**config.mk**
```make
export PLATFORM = sky130hd
export DESIGN_NAME = ldpc_syndrome_check_unit
export DESIGN_NICKNAME = d
export VERILOG_FILES = /design/src/rtl/ldpc_syndrome_check_unit.sv
export SDC_FILE = /design/constraint.sdc
export NUM_CORES = 1
export LEC_CHECK = 0
export ABC_CLOCK_PERIOD_IN_PS = 5400
export BUFFER_PORTS_ARGS = -buffer_cell sky130_fd_sc_hd__clkbuf_2
export CAP_MARGIN = 30
export CORE_ASPECT_RATIO = 1.5
export CORE_UTILIZATION = 57
export DETAILED_ROUTE_END_ITERATION = 16
export HOLD_SLACK_MARGIN = 0.15
export PLACE_DENSITY = 0.88
export SLEW_MARGIN = 25
export SYNTH_ARGS = -nofsm -noshare
export SYNTH_HDL_FRONTEND = slang
export SYNTH_SLANG_ARGS = --single-unit
```
**constraint.sdc**
```tcl
create_clock -name clk_in -period 5.4 [get_ports clk_in]
set_clock_uncertainty 0.15 [all_clocks]
set_input_delay 1.08 -clock clk_in [delete_from_list [all_inputs] [get_ports clk_in]]
set_output_delay 1.08 -clock clk_in [all_outputs]
set_load 0.02 [all_outputs]
```
**src/rtl/ldpc_syndrome_check_unit.sv**
```systemverilog
// ldpc_syndrome_check_unit
// -----------------------------------------------------------------------------
// Receive-side syndrome checker for a circulant-generated systematic code.
// A block arrives as M message bits and then M parity bits, Lm bits per beat.
// The unit rebuilds the parity from the message using the circulant generator
// row f. It then XORs the rebuilt parity with the received parity to form the
// syndrome. It reports the syndrome, an error flag and the syndrome weight,
// so that blocks that need full LDPC decoding can be picked out.
//
// Ports
//   clk_in      in   1   clock, rising edge
//   rst         in   1   asynchronous active-low reset
//   start       in   1   begin a block (honoured in IDLE / DONE only)
//   f_M         in   M   circulant generator row, captured on accepted start
//   in_valid    in   1   in_data holds a beat
//   in_ready    out  1   a beat is accepted this cycle when in_valid is high
//   in_data     in   Lm  message beat, then parity beat
//   busy        out  1   block in progress (LOAD_MSG / LOAD_PAR)
//   done        out  1   one-cycle pulse, result valid
//   syndrome    out  M   rebuilt parity XOR received parity
//   err         out  1   syndrome is nonzero
//   err_weight  out  WW  popcount of syndrome
// -----------------------------------------------------------------------------
module ldpc_syndrome_check_unit #(
  parameter int Lm = 16,
  parameter int M  = 32,
  parameter int WW = 6
) (
  input  logic          clk_in,
  input  logic          rst,
  input  logic          start,
  input  logic [M-1:0]  f_M,
  input  logic          in_valid,
  output logic          in_ready,
  input  logic [Lm-1:0] in_data,
  output logic          busy,
  output logic          done,
  output logic [M-1:0]  syndrome,
  output logic          err,
  output logic [WW-1:0] err_weight
);

  localparam int NB = M / Lm;
  localparam int CW = (NB > 1) ? $clog2(NB) : 1;

  typedef enum logic [1:0] {
    S_IDLE     = 2'd0,
    S_LOAD_MSG = 2'd1,
    S_LOAD_PAR = 2'd2,
    S_DONE     = 2'd3
  } state_t;

  // Rotate left by k: result bit j takes x[(j-k) mod M].
  function automatic logic [M-1:0] rotl(input logic [M-1:0] x, input int k);
    logic [M-1:0] r;
    r = '0;
    for (int j = 0; j < M; j++) begin
      r[j] = x[(j + M - k) % M];
    end
    return r;
  endfunction

  // Number of set bits in a syndrome word.
  function automatic logic [WW-1:0] popcount(input logic [M-1:0] v);
    logic [WW-1:0] n;
    n = '0;
    for (int j = 0; j < M; j++) begin
      n = n + WW'(v[j]);
    end
    return n;
  endfunction

  state_t         r_state;
  state_t         w_next_state;
  logic [M-1:0]   r_f;
  logic [M-1:0]   r_acc;
  logic [M-1:0]   r_syn;
  logic [CW-1:0]  r_cnt;
  logic           r_done;
  logic [M-1:0]   r_syndrome;
  logic           r_err;
  logic [WW-1:0]  r_err_weight;

  logic           w_in_ready;
  logic           w_accept;
  logic           w_last_beat;
  logic [M-1:0]   w_msg_term;
  logic [Lm-1:0]  w_acc_chunk;
  logic [M-1:0]   w_syn_final;

  assign w_in_ready  = (r_state == S_LOAD_MSG) || (r_state == S_LOAD_PAR);
  assign w_accept    = in_valid && w_in_ready;
  assign w_last_beat = (r_cnt == CW'(NB - 1));

  assign in_ready   = w_in_ready;
  assign busy       = w_in_ready;
  assign done       = r_done;
  assign syndrome   = r_syndrome;
  assign err        = r_err;
  assign err_weight = r_err_weight;

  // State register.
  always_ff @(posedge clk_in or negedge rst) begin
    if (!rst) begin
      r_state <= S_IDLE;
    end else begin
      r_state <= w_next_state;
    end
  end

  // Next-state logic; DONE behaves exactly like IDLE.
  always_comb begin
    w_next_state = r_state;
    case (r_state)
      S_IDLE, S_DONE: begin
        if (start) begin
          w_next_state = S_LOAD_MSG;
        end else begin
          w_next_state = r_state;
        end
      end
      S_LOAD_MSG: begin
        if (w_accept && w_last_beat) begin
          w_next_state = S_LOAD_PAR;
        end else begin
          w_next_state = S_LOAD_MSG;
        end
      end
      S_LOAD_PAR: begin
        if (w_accept && w_last_beat) begin
          w_next_state = S_DONE;
        end else begin
          w_next_state = S_LOAD_PAR;
        end
      end
      default: begin
        w_next_state = S_IDLE;
      end
    endcase
  end

  // Parity contribution of one message beat. r_f already holds f rotated by
  // the beat's base bit offset, so bit i of the beat needs only a rotation by i.
  always_comb begin
    w_msg_term = '0;
    for (int i = 0; i < Lm; i++) begin
      if (in_data[i]) begin
        w_msg_term = w_msg_term ^ rotl(r_f, i);
      end else begin
        w_msg_term = w_msg_term;
      end
    end
  end

  // Select the accumulator slice for the current parity beat and splice the
  // resulting syndrome slice into the partial syndrome.
  always_comb begin
    w_acc_chunk = '0;
    w_syn_final = r_syn;
    for (int c = 0; c < NB; c++) begin
      if (r_cnt == CW'(c)) begin
        w_acc_chunk                = r_acc[c*Lm +: Lm];
        w_syn_final[c*Lm +: Lm]    = r_acc[c*Lm +: Lm] ^ in_data;
      end else begin
        w_syn_final[c*Lm +: Lm]    = r_syn[c*Lm +: Lm];
      end
    end
  end

  // Datapath: generator row, accumulator, beat counter and registered results.
  always_ff @(posedge clk_in or negedge rst) begin
    if (!rst) begin
      r_f          <= '0;
      r_acc        <= '0;
      r_syn        <= '0;
      r_cnt        <= '0;
      r_done       <= 1'b0;
      r_syndrome   <= '0;
      r_err        <= 1'b0;
      r_err_weight <= '0;
    end else begin
      case (r_state)
        S_IDLE, S_DONE: begin
          r_done <= 1'b0;
          if (start) begin
            r_f   <= f_M;
            r_acc <= '0;
            r_syn <= '0;
            r_cnt <= '0;
          end
        end
        S_LOAD_MSG: begin
          if (w_accept) begin
            r_acc <= r_acc ^ w_msg_term;
            r_f   <= rotl(r_f, Lm);
            r_cnt <= w_last_beat ? '0 : r_cnt + CW'(1);
          end
        end
        S_LOAD_PAR: begin
          if (w_accept) begin
            r_syn <= w_syn_final;
            r_cnt <= w_last_beat ? '0 : r_cnt + CW'(1);
            if (w_last_beat) begin
              // Final slice is merged here so all three results land together.
              r_syndrome   <= w_syn_final;
              r_err        <= |w_syn_final;
              r_err_weight <= popcount(w_syn_final);
              r_done       <= 1'b1;
            end
          end
        end
        default: begin
          r_done <= 1'b0;
        end
      endcase
    end
  end

endmodule
```
==> results of run 1 <==
[placed cells by master (no fill, tap or decap), types with 7 or more instances in the layout]
cell type,n
a21oi_1,45
a21oi_2,12
buf_4,104
clkbuf_16,18
clkbuf_2,84
dfrtp_1,135
fa_1,18
ha_1,8
inv_1,40
inv_2,7
mux2i_1,32
nand2_1,612
nand2_2,49
nor2_1,23
o21ai_0,119
or3_1,32
xnor2_1,353
xnor2_2,25
xor2_1,132
[critical path, delay by kind of cell]
kind	cells	cell delay, ns
xor gates and xnor gates	2	0.30
buffers and inverters	6	0.38
and+or+nand+nor	1	0.06
AOI/OAI and AO/OA	4	0.45
adders and majority gates	8	3.57
[kinds of logic after synthesis]
logic type	Yosys count	synth area share
XOR/XNOR	515	0.3131
AO/OA/AOI/OAI	197	0.06806
AND/OR/NAND/NOR	733	0.2017
adder cells (fa/ha/maj)	34	0.04082
flip-flops	139	0.2344
buffers and inverters	220	0.1195
multiplexers	33	0.02235
[stage by stage]
step / instances / hold slack, ns / cell area, µm² / setup TNS (ns) / setup slack [ns]
after floorplan: 1871 / 0.2946 / 14870 / -2.518 / -0.6268
after global placement: 2194 / 0.3067 / 14710 / -3.467 / -0.7559
after detailed placement: 2194 / 0.3134 / 14710 / -3.735 / -0.7887
after CTS: 2256 / 0.3274 / 15700 / -0.3735 / -0.1862
after global routing: 2265 / 0.3444 / 15950 / -1.101 / -0.3367
final: 2265 / 0.3205 / 15950 / -0.5455 / -0.2088
[cell usage after synthesis (2+ instances only)]
cell,number,area (µm²)
nand2_2,48,300.3
nand2_1,613,2301
nor2b_1,2,12.51
or3_1,32,200.2
buf_8,5,75.07
xor2_1,132,1156
mux2i_1,32,320.3
xnor2_1,365,3197
ha_1,10,125.1
clkbuf_1,35,131.4
xnor2_2,18,292.8
buf_1,3,11.26
inv_1,47,176.4
nor2_1,25,93.84
o21ai_0,129,645.6
buf_6,108,1216
a21o_1,2,15.01
nand4_1,6,37.54
a22o_1,3,26.28
buf_4,15,112.6
buf_2,6,30.03
nor4_1,2,12.51
a31oi_1,3,18.77
fa_1,24,480.5
a21oi_1,58,290.3
dfrtp_1,139,3478
[state kept, by name, indices dropped and copies added, names as in the netlist]
name	count
syndrome	32
r_state	2
done	1
err	1
r_cnt	1
r_f	32
r_acc	32
r_syn	32
err_weight	6
[timing repair]
action	4_1_cts	5_1_grt
resized for setup	28	42
pin swaps	11	24
endpoints found under the setup margin	5	5
buffers inserted	30	6
[how the worst max path moves through the flow]
stage / slack [ns] / from / to
2_1_floorplan: -0.63 / in_data[3] / err_weight[4]$_DFFE_PN0P_
3_3_place_gp: -0.76 / in_data[9] / err_weight[4]$_DFFE_PN0P_
3_5_place_dp: -0.79 / in_data[9] / err_weight[5]$_DFFE_PN0P_
4_1_cts: -0.19 / in_data[15] / err_weight[4]$_DFFE_PN0P_
5_1_grt: -0.34 / in_data[15] / err_weight[4]$_DFFE_PN0P_
6_report: -0.21 / in_data[15] / err_weight[4]$_DFFE_PN0P_
[layout make-up]
class / count / area, µm² / share of cell area
Clock buffer: 20 / 436.7 / 0.02739
Clock inverter: 12 / 188.9 / 0.01185
Inverter: 47 / 176.4 / 0.01106
Multi-Input combinational cell: 1512 / 9843 / 0.6173
Sequential cell: 139 / 3486 / 0.2186
Tap cell: 333 / 416.7 / 0.02613
Timing Repair Buffer: 202 / 1398 / 0.08765
[per-layer routing]
layer	up-vias	part of all wire
li1	5848	-
met1	6195	0.32
met2	931	0.46
met3	447	0.11
met4	0	0.11
met5	-	0
==> flow_summary.ini, run 1 <==
[status]
outcome = complete, but fails checks
violations = negative setup slack

[sta]
rsz0062_at_grt = true
worst_pin_slew_ns = 1.108
finalSetupViolCount = 5
slew_viol_final = 0
post-route-min-period_ns = 5.609
maxSlewHeadroom = 0.2614
fmax_mhz = 178.3
post-route-period-util = 1.039
hold_viol = 0
worst_slack_ns = -0.2088

[global_routing]
antenna_found_initial = 0
grt_max_degree = 129
gr-usage-met1 = 0.3618
grt.met3_usage = 0.09716
grt_busiest_layer = met2
grtUsageTotal = 0.3520
grt_use_met2 = 0.5770
grt_pass1_wl_um = 71700
globalRouteOverflowTotal = 0
grt_pass1_vias = 13860

[drt]
wl_um = 45200
post_drt_via_cell_ratio = 5.925
drt_iter0_drc = 1350
ant_nets = 0
firstDrtPassIters = 6
via_count = 13420
drc = 0
wl_per_cell_um = 19.95

[floorplan]
ios = 94
die_h_um = 199.6
coreArea_um2 = 25670
initial_core_util = 0.5779
rows = 72
chipWidth_um = 133.7
dieArea_um2 = 26690

[worst_setup_path]
arrival_ns = 5.85
ff2ff_path_depth = 20
crit_path_start_kind = primary input
cp_cell_sequence = clkbuf_16 > xnor2_4 > nor2_2 > a21oi_2 > inv_2 > fa_1 > inv_2 > fa_1 > fa_2 > fa_2 > fa_1 > inv_1 > fa_1 > ha_2 > inv_2 > fa_2 > inv_1 > a21o_1 > a21oi_2 > xor2_1 > o21ai_1
r2r-end = err_weight[4]$_DFFE_PN0P_
slowest_delay_ns = 0.59
crit_top_cell = fa_1
r2r-start = r_cnt$_DFFE_PN0P_
worstPathRequired_ns = 5.64
cpMaxStageDelayCell = fa_2
worst-setup-path-type = in2reg
worstPathMaxFanout = 2
regToRegSetupSlack_ns = -0.10
cp-end-kind = flip-flop

[clock_tree]
holdBufCountCts = 0
cts-root-buf = clkbuf_16
cts_sinks = 139
cts_tree = done
htreeDepth = 4
cts_buffers = 17
clockBufferDepth = 2
clk_latency_ns = 0.48
clkTransAtPathRegs_ns = 0.05

[logic_synthesis]
avgSynthCellArea_um2 = 7.930
synth-seq-cells = 139
synth_cells = 1871
ys.warnings.count = 0
synth_cell_types = 35
ys_async_sr_fraction = 1.000
synth-edff-count = 0
netlist_area_um2 = 14840
yosysSeqAreaShare = 0.2344
syn_nets = 1957
synthFlopType = dfrtp_1

[placed_design]
dp_hpwl_um = 29050
gp_congestion = 0.9341
portBuffers = 93

[cells_and_area]
nFillCells = 2093
nNetsFinal = 2005
n_antenna_cell = 0
post-route-util = 0.6211
drive_above_1_share = 0.1817
area_delta_synth_final_pct = 7.472

[hold_path]
hold_start = err_weight[0]$_DFFE_PN0P_
hold-path-cell-count = 2
min_to = err_weight[0]$_DFFE_PN0P_
worstHoldPathType = reg2reg

[run]
cap_violations = 0
Power of run 1 is not shown: default switching activity piles up to over one toggle a cycle in this logic, so the estimate is an artifact.
==> inputs of run 2 (changes only) <==
- CELL_PAD_IN_SITES_DETAIL_PLACEMENT: not set -> 1
- CELL_PAD_IN_SITES_GLOBAL_PLACEMENT: not set -> 1
- CORE_UTILIZATION: 57 -> 43
- RECOVER_POWER: not set -> 100
==> run 2 against run 1 <==
Against the previous run:
- the run ends with max-capacitance violations, max-slew violations, negative setup slack left
- die area rose by 32%
- final area is 1.4% higher
- final cell count is 5.0% higher
- routed wire length grew 27%
- sequential share of layout area shrank 0.34 points
- critical path depth grew 1
- non-clock buffer count is 21 higher
- utilization decreased by 15 points
- largest cell class unchanged
- highest routed layer unchanged
==> flow_summary.ini, run 2 (same netlist as run 1, synthesis figures left out) <==
[worst_setup_path]
worst-setup-path-type = in2reg
cp-end-kind = flip-flop
r2r-end = err_weight[4]$_DFFE_PN0P_
r2r-start = r_cnt$_DFFE_PN0P_
crit_path_start_kind = primary input
slowest_delay_ns = 0.61
worstPathMaxFanout = 3
arrival_ns = 6.01
regToRegSetupSlack_ns = -0.27
worstSetupEndpoint = err_weight[4]$_DFFE_PN0P_
cp_cell_sequence = clkbuf_4 > xnor2_2 > nor2_1 > a21oi_2 > inv_1 > fa_2 > inv_2 > fa_1 > inv_1 > fa_1 > inv_2 > fa_1 > fa_1 > inv_1 > fa_1 > inv_1 > fa_2 > inv_2 > a21o_1 > a21oi_2 > xor2_1 > o21ai_1
worstPathRequired_ns = 5.58
ff2ff_path_depth = 20
startpoint = in_data[11]
cpMaxStageDelayCell = fa_2
crit_top_cell = fa_1

[floorplan]
die_h_um = 229.5
initial_core_util = 0.4356
ios = 94
chipWidth_um = 153.7
dieArea_um2 = 35270
coreArea_um2 = 34060
rows = 83

[cells_and_area]
n_antenna_cell = 0
drive_above_1_share = 0.1685
post-route-util = 0.4747
nNetsFinal = 2026
area_delta_synth_final_pct = 8.990
layout_common_cells = nand2_1 (611), xnor2_1 (353), dfrtp_1 (137)
layout_commonest_cell = nand2_1
fin_area_um2 = 16170

[global_routing]
grt_pass1_vias = 15430
grt_max_degree = 129
globalRouteOverflowTotal = 0
grt_pass1_wl_um = 88730
antenna_found_initial = 1
grtUsageTotal = 0.3347

[sta]
hold_viol = 0
worst_slack_ns = -0.4301
maxSlewHeadroom = -1.874
post-route-min-period_ns = 5.830
rsz0062_at_grt = true
post-route-period-util = 1.080
finalSetupViolCount = 5
worst_pin_slew_ns = 4.311
fmax_mhz = 171.5
tns_ns = -1.721
slew_viol_final = 238

[placed_design]
portBuffers = 93
placed_cell_area_um2 = 14880
gp_congestion = 0.9212
place_ws_ns = -0.8923
dp_hpwl_um = 33900

[drt]
drt_iter0_drc = 1309
post_drt_via_cell_ratio = 5.836
firstDrtPassIters = 5
ant_nets = 0
drc = 0
wl_per_cell_um = 24.20
wl_um = 57550
via_count = 13880

[clock_tree]
cts_buffers = 17
cts_sinks = 139
cts-root-buf = clkbuf_16
clk_latency_ns = 0.47
htreeDepth = 4
holdBufCountCts = 0
clockBufferDepth = 2
clkTransAtPathRegs_ns = 0.07
cts_tree = done

[run]
cap_violations = 3

[status]
outcome = complete, but fails checks
violations = max-capacitance violations, max-slew violations, negative setup slack

[hold_path]
worstHoldPathType = reg2reg
==> run 2: cell count changes in the layout (fill, tap and decap cells not counted), moves of 3 or more <==
cell      previous run  this run
clkbuf_2            84        45
inv_2                7        10
clkbuf_1             3        45
buf_4              104       113
clkbuf_4             1         6
inv_1               40        37
==> run 2: per-layer routing <==
metal,track usage,up-vias,share of wire
li1,-,5875,-
met5,0,-,0
met4,0.3075,0,0.090
met2,0.5695,793,0.49
met3,0.07625,370,0.081
met1,0.3393,6841,0.34
==> run 2: worst max-delay path, delay by kind of cell <==
family | cells | cell delay, ns
adders and majority gates | 7 | 3.36
buffers and inverters | 8 | 0.76
AOI/OAI and AO/OA | 4 | 0.38
xor gates and xnor gates | 2 | 0.32
and+or+nand+nor | 1 | 0.09
==> run 2: final cells by class <==
| cell class | count | area (µm²) |
|---|---|---|
| multi-input cells | 1512 | 9818 |
| flip-flops and latches | 139 | 3481 |
| inverters | 47 | 176.4 |
| clock inverters | 14 | 207.7 |
| well taps | 425 | 531.8 |
| clock buffers | 18 | 439.2 |
| fillers | 4210 | 17890 |
| repair buffers | 223 | 1516 |
==> run 2: per-stage QoR <==
| step | cells | hold slack (ns) |
|---|---|---|
| finish | 2378 | 0.3256 |
| global route | 2378 | 0.3566 |
| CTS | 2376 | 0.3345 |
| detailed placement | 2291 | 0.3192 |
| global placement | 2291 | 0.3091 |
| floorplan | 1871 | 0.2946 |
==> run 2: worst min path at each step <==
stage | end | cells past startpoint | start | slack [ns]
finish | syndrome[4]$_DFFE_PN0P_ | 2 | syndrome[4]$_DFFE_PN0P_ | 0.33
global route | syndrome[0]$_DFFE_PN0P_ | 2 | syndrome[0]$_DFFE_PN0P_ | 0.36
CTS | syndrome[4]$_DFFE_PN0P_ | 2 | syndrome[4]$_DFFE_PN0P_ | 0.33
detailed placement | syndrome[4]$_DFFE_PN0P_ | 2 | syndrome[4]$_DFFE_PN0P_ | 0.32
global placement | r_syn[26]$_DFFE_PN0P_ | 2 | r_syn[26]$_DFFE_PN0P_ | 0.31
floorplan | r_syn[16]$_DFFE_PN0P_ | 2 | r_syn[16]$_DFFE_PN0P_ | 0.29
==> run 2: what timing repair did <==
item / in CTS / in global routing
hold endpoints to repair: 0 / 0
endpoints found under the setup margin: 5 / 8
gates cloned: 0 / 0
gates resized for setup: 41 / 28
buffers inserted: 53 / 2
pin swaps: 15 / 9
Power of run 2 is left out for the same reason.
==> inputs of run 3 (changes only) <==
- BUFFER_PORTS_ARGS: -buffer_cell sky130_fd_sc_hd__clkbuf_2 -> -buffer_cell sky130_fd_sc_hd__buf_2
==> run 3 against run 2 <==
Against the previous run:
- largest cell class unchanged
- worst hold slack got worse by 0.0053 ns
- die area unchanged
- non-clock buffer count decreased by 11
- critical path type unchanged
- the flow still finishes with violations (max-capacitance violations, max-slew violations, negative setup slack)
- first-iteration DRC count increased by 4.0%
- routed wire length decreased by 3.7%
- via count decreased by 0.57%
- sequential share of layout area increased by 0.18 points
==> flow_summary.ini, run 3 (same netlist as run 1, synthesis figures left out) <==
[global_routing]
grtUsageTotal = 0.3133
grt_max_degree = 129
grt_pass1_vias = 15100
antenna_found_initial = 0
globalRouteOverflowTotal = 0
grt_pass1_wl_um = 84290

[floorplan]
coreArea_um2 = 34060
die_h_um = 229.5
ios = 94
rows = 83
chipWidth_um = 153.7
dieArea_um2 = 35270
initial_core_util = 0.4356

[cells_and_area]
drive_above_1_share = 0.1679
ff_latch_area_um2 = 3480
nNetsFinal = 2015
n_antenna_cell = 0
area_delta_synth_final_pct = 8.070
fin_area_um2 = 16030
layout_commonest_cell = nand2_1
nFillCells = 4209
multi_input_area_um2 = 9859
layout_common_cells = nand2_1 (609), xnor2_1 (355), dfrtp_1 (138)

[drt]
via_count = 13800
wl_um = 55450
wl_per_cell_um = 23.43
drt_iter0_drc = 1361
ant_nets = 0
drc = 0
post_drt_via_cell_ratio = 5.830
firstDrtPassIters = 5

[sta]
finalSetupViolCount = 5
slew_viol_final = 228
post-route-min-period_ns = 5.685
maxSlewHeadroom = -1.463
rsz0062_at_grt = true
post-route-period-util = 1.053
fmax_mhz = 175.9
worst_slack_ns = -0.2849
worst_pin_slew_ns = 3.694
hold_viol = 0

[hold_path]
worstHoldPathType = reg2reg

[clock_tree]
cts_buffers = 17
cts-root-buf = clkbuf_16
htreeDepth = 4
clockBufferDepth = 2
cts_tree = done
cts_sinks = 139
clk_latency_ns = 0.46
clkTransAtPathRegs_ns = 0.06

[worst_setup_path]
crit_path_start_kind = primary input
worstPathRequired_ns = 5.58
cpMaxStageDelayCell = fa_2
cp-end-kind = flip-flop
slowest_delay_ns = 0.55
critPathBufInv = 7
arrival_ns = 5.87
cp_cell_sequence = buf_12 > buf_8 > xnor2_4 > nand2_2 > o21ai_2 > inv_2 > fa_1 > fa_2 > inv_2 > fa_1 > fa_2 > fa_1 > inv_1 > fa_1 > ha_2 > inv_2 > fa_2 > inv_2 > a21o_1 > a21oi_2 > xor2_1 > o21ai_1
cp_top_family = adder cells
worst-setup-path-type = in2reg
worstPathMaxFanout = 3

[status]
violations = max-capacitance violations, max-slew violations, negative setup slack
outcome = complete, but fails checks

[run]
cap_violations = 3

[placed_design]
gp_congestion = 0.8634
placed_cell_area_um2 = 14900
dp_hpwl_um = 33460
portBuffers = 93
## run 3: routing by layer
layer  vias to the layer above  routed length, µm  global-route usage
met1                      6764              19240              0.3223
li1                       5853                  -                   -
met3                       357               4496             0.05885
met5                         -                  0                   0
met2                       826              27020              0.5520
met4                         0               4696              0.2544
## run 3: worst register-to-register path, stage by stage (launching register included)
cell,delay (ns)
dfrtp_2,0.44
buf_12,0.18
buf_12,0.18
nor2_1,0.17
a21oi_2,0.08
fa_2,0.51
fa_2,0.59
inv_2,0.04
fa_1,0.52
fa_2,0.45
fa_1,0.48
inv_1,0.05
fa_1,0.48
ha_2,0.19
inv_2,0.04
fa_2,0.35
inv_2,0.05
a21o_1,0.12
a21oi_2,0.06
xor2_1,0.17
o21ai_1,0.08
## run 3: final cells by class
cell class	count	area share
multi-input combinational	1512	0.6149
sequential	139	0.2170
timing repair buffer	212	0.08872
tap	425	0.03316
clock buffer	17	0.02653
inverter	47	0.01100
clock inverter	15	0.008662
## run 3: what timing repair did
action	in CTS	in global routing
setup buffers	39	5
hold buffers	0	0
endpoints found under the setup margin	5	7
hold endpoints to repair	0	0
resized for setup	40	47
pin swaps	18	23
gates cloned	0	0
## run 3: stage by stage
| stage | utilization | hold slack [ns] | setup TNS (ns) | setup slack, ns | std cells |
|---|---|---|---|---|---|
| 3_5_place_dp | 0.4373 | 0.3079 | -3.850 | -0.8391 | 2292 |
| 6_report | 0.4707 | 0.3203 | -0.6964 | -0.2849 | 2367 |
| 4_1_cts | 0.4670 | 0.3227 | -0.5637 | -0.2054 | 2363 |
| 2_1_floorplan | - | 0.2946 | -2.518 | -0.6268 | 1871 |
| 3_3_place_gp | 0.4373 | 0.3085 | -3.335 | -0.7370 | 2292 |
| 5_1_grt | 0.4707 | 0.3473 | -1.427 | -0.4387 | 2367 |
## run 3: final timing paths
kind | startpoint | end | slack [ns] | depth (start not counted)
min in group asynchronous | rst | r_f[4]$_DFFE_PN0P_ | 1.73 | 1
max in group asynchronous | rst | r_cnt$_DFFE_PN0P_ | 0.78 | 2
hold reg to reg | err_weight[0]$_DFFE_PN0P_ | err_weight[0]$_DFFE_PN0P_ | 0.32 | 2
setup reg to reg | r_cnt$_DFFE_PN0P_ | err_weight[4]$_DFFE_PN0P_ | -0.09 | 20
setup / recovery | in_data[3] | err_weight[4]$_DFFE_PN0P_ | -0.28 | 22
hold / removal | err_weight[0]$_DFFE_PN0P_ | err_weight[0]$_DFFE_PN0P_ | 0.32 | 2
Power of run 3 is left out for the same reason.
